File: config.mk
export PLATFORM = sky130hd
export DESIGN_NAME = bus_slave_mem
export DESIGN_NICKNAME = d
export VERILOG_FILES = /design/src/rtl/bus_pkg.sv /design/src/rtl/bus_slave_regfile.sv /design/src/rtl/bus_slave_mem.sv
export SDC_FILE = /design/constraint.sdc
export NUM_CORES = 1
export LEC_CHECK = 0
export BUFFER_PORTS_ARGS = -buffer_cell sky130_fd_sc_hd__buf_2
export CORE_UTILIZATION = 55
export DETAILED_ROUTE_END_ITERATION = 7
export PLACE_DENSITY = 0.76
export RECOVER_POWER = 100
export SLEW_MARGIN = 20
export SYNTH_ARGS = -nofsm -noshare
export SYNTH_HDL_FRONTEND = slang
export SYNTH_SLANG_ARGS = --single-unit
File: constraint.sdc
create_clock -name clk -period 2.8 [get_ports clk]
set_clock_uncertainty 0.15 [all_clocks]
set_input_delay 0.56 -clock clk [delete_from_list [all_inputs] [get_ports clk]]
set_output_delay 0.56 -clock clk [all_outputs]
set_load 0.02 [all_outputs]
File: src/rtl/bus_pkg.sv
`default_nettype none
// +--------------------------------------------------------------------------+
// | Module : bus_pkg                                                         |
// | Shared types and constants for the system-bus slave.                     |
// |   slv_state_t          responder FSM states                              |
// |   MODE_READ/MODE_WRITE  encoding of sl_mode                              |
// |   SEL_MSB/SEL_LSB       slave-select field within sl_address             |
// |   OFF_W                 default byte-offset width                        |
// | Revision: 1.0 - initial release                                          |
// +--------------------------------------------------------------------------+
package bus_pkg;

  typedef enum logic [1:0] {
    IDLE = 2'd0,
    WAIT = 2'd1,
    RESP = 2'd2,
    DONE = 2'd3
  } slv_state_t;

  localparam logic MODE_READ  = 1'b0;
  localparam logic MODE_WRITE = 1'b1;

  localparam int SEL_MSB = 13;
  localparam int SEL_LSB = 12;
  localparam int OFF_W   = 4;

endpackage
`default_nettype wire

File: src/rtl/bus_slave_regfile.sv
`default_nettype none
// +--------------------------------------------------------------------------+
// | Module : bus_slave_regfile                                               |
// | 2**ADDR_W x 8 byte array: synchronous write, asynchronous read,          |
// | synchronous active-low clear of every byte.                              |
// | Ports:                                                                   |
// |   clk    in   clock, rising edge                                         |
// |   rst_n  in   synchronous active-low reset, clears all bytes             |
// |   we     in   write enable                                               |
// |   waddr  in   write byte offset                                          |
// |   wdata  in   write byte                                                 |
// |   raddr  in   read byte offset                                           |
// |   rdata  out  combinational read of mem[raddr]                           |
// | Revision: 1.0 - initial release                                          |
// +--------------------------------------------------------------------------+
module bus_slave_regfile
  import bus_pkg::*;
#(
  parameter int ADDR_W = OFF_W
) (
  input  logic              clk,
  input  logic              rst_n,
  input  logic              we,
  input  logic [ADDR_W-1:0] waddr,
  input  logic [7:0]        wdata,
  input  logic [ADDR_W-1:0] raddr,
  output logic [7:0]        rdata
);

  localparam int DEPTH = 2 ** ADDR_W;

  logic [7:0] r_mem [DEPTH];

  always_ff @(posedge clk) begin
    if (!rst_n) begin
      for (int i = 0; i < DEPTH; i++) begin
        r_mem[i] <= 8'h00;
      end
    end else if (we) begin
      r_mem[waddr] <= wdata;
    end
  end

  assign rdata = r_mem[raddr];

endmodule
`default_nettype wire

File: src/rtl/bus_slave_mem.sv
`default_nettype none
// +--------------------------------------------------------------------------+
// | Module : bus_slave_mem                                                   |
// | System-bus responder: decodes sl_address, performs one read or write on  |
// | a local byte register file and answers with a one-cycle ready strobe.    |
// | Configuration macro: BUS_SLV_WAIT_EN enables WAIT_CYCLES wait states;    |
// | without it the response follows the request directly.                    |
// | Ports:                                                                   |
// |   clk         in   clock, rising edge                                    |
// |   rst_n       in   synchronous active-low reset                          |
// |   m_valid     in   request valid, held until ready is accepted           |
// |   sl_mode     in   1 = write, 0 = read                                   |
// |   sl_address  in   {2'b0, sel[1:0], 8'bx, offset[3:0]}                   |
// |   sl_wdata    in   write byte                                            |
// |   ready       out  registered response strobe                            |
// |   rdata       out  response byte, held until the next response           |
// | Revision: 1.0 - initial release                                          |
// +--------------------------------------------------------------------------+
module bus_slave_mem
  import bus_pkg::*;
#(
  parameter logic [1:0] SLAVE_ID    = 2'd0,
  parameter int         ADDR_W      = OFF_W,
  parameter int         WAIT_CYCLES = 2
) (
  input  logic        clk,
  input  logic        rst_n,
  input  logic        m_valid,
  input  logic        sl_mode,
  input  logic [15:0] sl_address,
  input  logic [7:0]  sl_wdata,
  output logic        ready,
  output logic [7:0]  rdata
);

  slv_state_t        r_state;
  slv_state_t        w_state_nxt;
  logic              r_mode;
  logic [ADDR_W-1:0] r_offset;
  logic              w_hit;
  logic [ADDR_W-1:0] w_offset;
  logic              w_we;
  logic              w_rd_mode;
  logic [ADDR_W-1:0] w_rd_offset;
  logic [7:0]        w_mem_rdata;
  logic              w_addr_unused;

  assign w_hit    = (sl_address[15:14] == 2'b00) &&
                    (sl_address[SEL_MSB:SEL_LSB] == SLAVE_ID);
  assign w_offset = sl_address[ADDR_W-1:0];
  // Bits between the offset and the select field are don't-care.
  assign w_addr_unused = ^sl_address[SEL_LSB-1:ADDR_W];

`ifdef BUS_SLV_WAIT_EN
  localparam int WAIT_EFF = WAIT_CYCLES;
  localparam int CNT_W    = (WAIT_CYCLES > 1) ? $clog2(WAIT_CYCLES) : 1;

  // Holds the number of WAIT cycles still to spend after the current one.
  logic [CNT_W-1:0] r_cnt;

  always_ff @(posedge clk) begin
    if (!rst_n) begin
      r_cnt <= '0;
    end else if (w_state_nxt == WAIT) begin
      if (r_state == IDLE) begin
        r_cnt <= CNT_W'(WAIT_CYCLES - 1);
      end else begin
        r_cnt <= r_cnt - 1'b1;
      end
    end else begin
      r_cnt <= '0;
    end
  end
`else
  // Wait states compiled out; the parameter stays for a uniform interface.
  localparam int WAIT_EFF = WAIT_CYCLES * 0;
`endif

  always_comb begin
    w_state_nxt = r_state;
    w_we        = 1'b0;
    w_rd_mode   = r_mode;
    w_rd_offset = r_offset;
    case (r_state)
      IDLE: begin
        // Responding straight from IDLE must use the live request fields.
        w_rd_mode   = sl_mode;
        w_rd_offset = w_offset;
        if (m_valid && w_hit) begin
          w_we        = (sl_mode == MODE_WRITE);
          w_state_nxt = (WAIT_EFF != 0) ? WAIT : RESP;
        end
      end
      WAIT: begin
`ifdef BUS_SLV_WAIT_EN
        if (!m_valid) begin
          w_state_nxt = IDLE;
        end else if (r_cnt == '0) begin
          w_state_nxt = RESP;
        end
`else
        w_state_nxt = IDLE;
`endif
      end
      RESP:    w_state_nxt = DONE;
      // Master still requesting means it missed the strobe: re-issue.
      DONE:    w_state_nxt = m_valid ? RESP : IDLE;
      default: w_state_nxt = IDLE;
    endcase
  end

  always_ff @(posedge clk) begin
    if (!rst_n) begin
      r_state  <= IDLE;
      r_mode   <= MODE_READ;
      r_offset <= '0;
      ready    <= 1'b0;
      rdata    <= 8'h00;
    end else begin
      r_state <= w_state_nxt;
      ready   <= (w_state_nxt == RESP);
      if ((r_state == IDLE) && m_valid && w_hit) begin
        r_mode   <= sl_mode;
        r_offset <= w_offset;
      end
      // Re-entry from DONE reloads the same byte: the array is untouched
      // between the two strobes.
      if (w_state_nxt == RESP) begin
        rdata <= (w_rd_mode == MODE_WRITE) ? 8'h00 : w_mem_rdata;
      end
    end
  end

  bus_slave_regfile #(
    .ADDR_W (ADDR_W)
  ) u_regfile (
    .clk   (clk),
    .rst_n (rst_n),
    .we    (w_we),
    .waddr (w_offset),
    .wdata (sl_wdata),
    .raddr (w_rd_offset),
    .rdata (w_mem_rdata)
  );

endmodule
`default_nettype wire
# == Word-level counts from Yosys, hierarchy flattened ==
# Memories as Yosys holds them, arrays and structs flattened.
# Cells that the tools add are included.
# op_classes
n_reduce_logical,8
muxes,15
n_eq_ne,4
# op_table
operator,n
two-way mux 8 bit,2
two-way mux 1 bit,8
two-way mux 4 bit,2
one-hot mux 2 bit (4 select lines),1
OR reduction 8 bit,1
== test 2 bit (second input constant),3
logical NOT 2 bit,3
logical AND 1 bit,4
two-way mux 2 bit,2
== test 2 x 1 -> 1 bit (second input constant),1
# totals
elab_cells,33
register_bits,16
mem_count,1
input_bits,28
out_inout_bits,9
mem_bits_rw,128
# memory_table
memory,depth,word_bits,rd,rd_ports_with_merged_regs,wr,line_no,text
u_regfile.r_mem,16,8,1,0,16,bus_slave_regfile.sv:32,logic [7:0] r_mem [DEPTH];

# == Longest topological paths before layout ==
# logic_depth
ltp_word,10
depth_mapped,10
ltp_nobuf,6

# == By module ==
# From an unflattened synthesis, not the netlist that was laid out.
# hier_totals
cells_unflattened,452
hier_area_um2,6686.4
# by_module_without_submodules
mod,seq_area_each_um2,area_per_inst_um2,instances,cells_per_inst
bus_slave_regfile,3843.7,5933.2,1,375
bus_slave_mem,320.3,753.2,1,77

# == Worst setup path after synthesis ==
# OpenSTA, ideal clock, no wires.
# synth_timing
kind,input-to-reg
startpoint,input port sl_address[15]
endpoint,"memory u_regfile.r_mem[8][0], enable pin"
setup_time_ns,0.384
n_path_buf,1
required_ns,2.266
arrival_time_ns,2.108
path_stages,5
setup_slack_ns,0.158
cell_sequence,nor2_1 nand3_1 or4_1 clkbuf_1 o21ai_0
# synth_rtl
element,line_no,text
"start, declared",bus_slave_mem.sv:30,"input logic [15:0] sl_address,"
"end, declared",bus_slave_regfile.sv:32,

# == Final worst setup path ==
# layout_timing
startpoint,register r_state[1]
endpoint,register rdata[6]
# layout_via
elab_chain_cells,4
elab_cells_between_ends,11
classes_between,eq/ne (4); mux (5); reduce/logical (1); memory (1)
# layout_rtl
element,line_no,text
"start, declared",bus_slave_mem.sv:36,slv_state_t r_state;
"start signal, assigned",bus_slave_mem.sv:120,r_state <= w_state_nxt;
logical NOT 2 bit,bus_slave_mem.sv:84,case (r_state)
two-way mux 4 bit,bus_slave_mem.sv:84,
memory (16 x 8 bit),--,
two-way mux 8 bit,bus_slave_mem.sv:129,rdata <= (w_rd_mode == MODE_WRITE) ? 8'h00 : w_mem_rdata;
"end signal, assigned",bus_slave_mem.sv:129,
"end, declared",bus_slave_mem.sv:33,output logic [7:0] rdata
# Several ways; a longest one is shown, not always the timed one.
# A chain may end at the register's enable or synchronous reset.

==> results.md <==
- Gr usage total: between 20% and 30%
- Finished Layout Cells: between 700 and 800
- Final TNS setup: 0 ns
- Area of the multi-input gates: 2359 µm²
- Ys Warns: 0
- CP max-delay cell: clkbuf_1
- RR Endpoint: rdata[6]
- CTS Buf Count: 17
- Crit-path max FO: 11
- Boundary Pins: 37
- Mapped cell area: roughly 6700 µm²
- Most frequent cell after synthesis: and2_1
- Slowest cell delay on critical path: roughly 0.47 ns
- Crit path capture type: register
- Largest net degree at the start of global routing: 26
- Rows: 39
- 1st-iter DRT viols: 465
- PD cells: 669.5 nW/µm²
- Post-synth top area share: 57.72%
- Setup crit end: rdata[6]
- Nets: roughly 630
- Fin. max-slew vios: 0
- Met3 Use GR: 4.752%
- Vias: 4492
- Clock Pin Slew Worst Setup and Hold Paths: approximately 0.06 ns
- Top FF cell, synth: edfxtp_1
- Die Y-Extent: 112.0 µm
- Lkg Pwr: 2.781 nW
- Layout area overhead: 14.83%
- Post-synthesis cell type count: 38
- Synth area leaders: edfxtp_1 58%, and2_1 12%, dfxtp_1 4.8%
- Status: complete, but fails checks
- Antenna violations before repair: 1
- GRT overflow: 0
- CTS Hold Bufs: 0
- Minimum clock period: ~2.6 ns
- Initial Util: 57.34%
- Register-to-Register Path Depth: 7
- Dominant cell type by area after synthesis: edfxtp_1
- Most instantiated cells after synthesis: 129 x and2_1, 128 x edfxtp_1, 81 x nand2_1
- Stages on worst setup path: 7
- Worst rel slew slack: 42.14%
- Hold WS: 0.2619 ns
- Clk sinks: 144
- Max Root-Sink Buffers: 2
- Iteration count of the initial detailed-routing pass: 7
- Share of post-route cells with drive strength above 1: a little over an eighth
- Wire length per cell: 20.75 µm
- Fin crit share: 92.32%
- Detailed Place HPWL: 10480 µm
- Final Hold Viols: 0
- Postcts setup bufs: 0
- Final wirelength: 15620 µm
- Vias/cell: 5.965
- Worst path cell trace: nor2_4 > clkbuf_1 > mux2_2 > a211o_1 > a21oi_1 > a22o_1 > a211o_1
- Core ar.: 11610 µm²
- Post-Syn Nets: 575
- CP Buf/Inv Count: 1
- RSZ-0062 raised after global routing: false
- Syn Inst Count: roughly 550
- Die area: 12550 µm²
- Worst setup margin: 0.2150 ns
- DRC viols: 3
- H-Tree Level Count: 4
- HP Class: in -> reg
- Highest clock rate: 0.3869 GHz
- Synth Register Bits: approximately 140
- First-pass GRT wire length: 24760 µm
- Post-synth EDFFs: 128
- Number of buffers added on ports: 28
- Critical Path AT: roughly 2.8 ns
- GPL Wtd Cong: 0.8817
- Met1 usage: between 30% and 40%
- Most frequent CP cell: a211o_1
- CP startpoint: r_state[1]
- Util after Layout: 65.84%
- Die W: approximately 110 µm
- Worst reg2reg setup slack: ~0.22 ns
- CP required: 3.02 ns
- Dpl ws: 0.08541 ns
- Peak supply drop: 0.4055 mV
- Register area: 4164 µm²
- Worst skew pair latency: 0.42 ns
- Register area share after synthesis: 62.53%
- Vias in the first global route: 4522
- # fillers: 870
- Family with the most delay on the worst path: compound AO/OA/AOI/OAI gates
- Post-CTS sizing: 0
- Worst Setup Path Type: reg -> reg
- GR peak layer: met2
- Tightest Pin Transition: 0.8679 ns
- Ys async rst share: 0%
- Total of max-cap violations: 0
- Crit start category: register
- Antenna Nets Post-Route: 0
- Clock Tree Root: clkbuf_16
- Failing checks: design-rule violations
- RR Startpoint: r_state[1]
- Endpoints failing setup: 0
- Syn_area_per_cell: 12.17 µm²
- Diodes inserted: 0
- CTS tree: built
- Placed insts: about 720
- GRT met2 Usage: around 43%
==> per-layer routing <==
layer	wire, µm	share of wire (%)	vias up
li1	-	-	2064
met1	6304	40	2216
met2	7484	48	177
met3	1265	8.1	35
met4	570	3.6	0
met5	0	0	-
==> cell families after synthesis <==
family,Yosys count,synth area share [%]
AND/OR/NAND/NOR,307,24.54
flip-flops,144,62.53
AO/OA/AOI/OAI,40,3.965
buffers and inverters,29,2.161
multiplexers,27,6.802
==> worst min-delay path, cell delays in order <==
cell	delay, ns
buf_2	0.11
mux2i_1	0.06
nor2_1	0.07
==> registers in the layout, summed over array words and instances (netlist names) <==
| signal | flops |
|---|---|
| u_regfile.r_mem | 128 |
| r_mode | 1 |
| ready | 1 |
| r_offset | 4 |
| r_state | 2 |
| rdata | 8 |
==> per-stage QoR <==
stage | instance area [µm²] | total power [mW]
after global placement | 7083 | 2.778
after global routing | 7646 | 5.261
after CTS | 7740 | 5.148
after floorplan | 6659 | 2.669
after detailed placement | 7083 | 2.790
final | 7646 | 5.119
==> report_power, final <==
group          switching [mW]  internal, mW  leakage (nW)  total [mW]
sequential             0.0249          2.41          1.40        2.44
clock                   0.829          1.55         0.330        2.38
combinational           0.209        0.0982          1.05       0.307
total                    1.06          4.06          2.78        5.12
==> placed cells by master (no fill, tap or decap), types with 4 or more instances in the layout <==
| cell type | instances |
|---|---|
| mux4_2 | 14 |
| nor3_1 | 7 |
| clkbuf_8 | 4 |
| mux2i_1 | 9 |
| buf_4 | 9 |
| and2_0 | 79 |
| clkbuf_1 | 28 |
| nand4_1 | 9 |
| and2_1 | 50 |
| nand3_1 | 34 |
| nand2_1 | 81 |
| clkbuf_16 | 23 |
| clkbuf_2 | 4 |
| nor2_1 | 23 |
| buf_2 | 19 |
| o21ai_0 | 10 |
| o211ai_1 | 7 |
| dfxtp_1 | 16 |
| a22oi_1 | 7 |
| nand2b_1 | 7 |
| nand3b_1 | 7 |
| edfxtp_1 | 128 |
| a21oi_1 | 9 |
==> final cells by class <==
cell class | instances | share of cell area (%)
Tap cell | 143 | 2.340
Inverter | 1 | 0.04909
Timing Repair Buffer | 59 | 3.715
Clock buffer | 28 | 8.297
Multi-Input combinational cell | 374 | 30.85
Clock inverter | 4 | 0.2946
Sequential cell | 144 | 54.46
==> worst min path at each step <==
stage                        start  endpoint  slack (ns)  depth (start not counted)
after floorplan             r_mode    r_mode        0.30                          2
after global placement    rdata[4]  rdata[4]        0.31                          2
after detailed placement  rdata[7]  rdata[7]        0.31                          2
after CTS                  sl_mode    r_mode        0.25                          3
after global routing       sl_mode    r_mode        0.27                          3
final                      sl_mode    r_mode        0.26                          3
No activity file was read; power rests on OpenSTA's default activity.
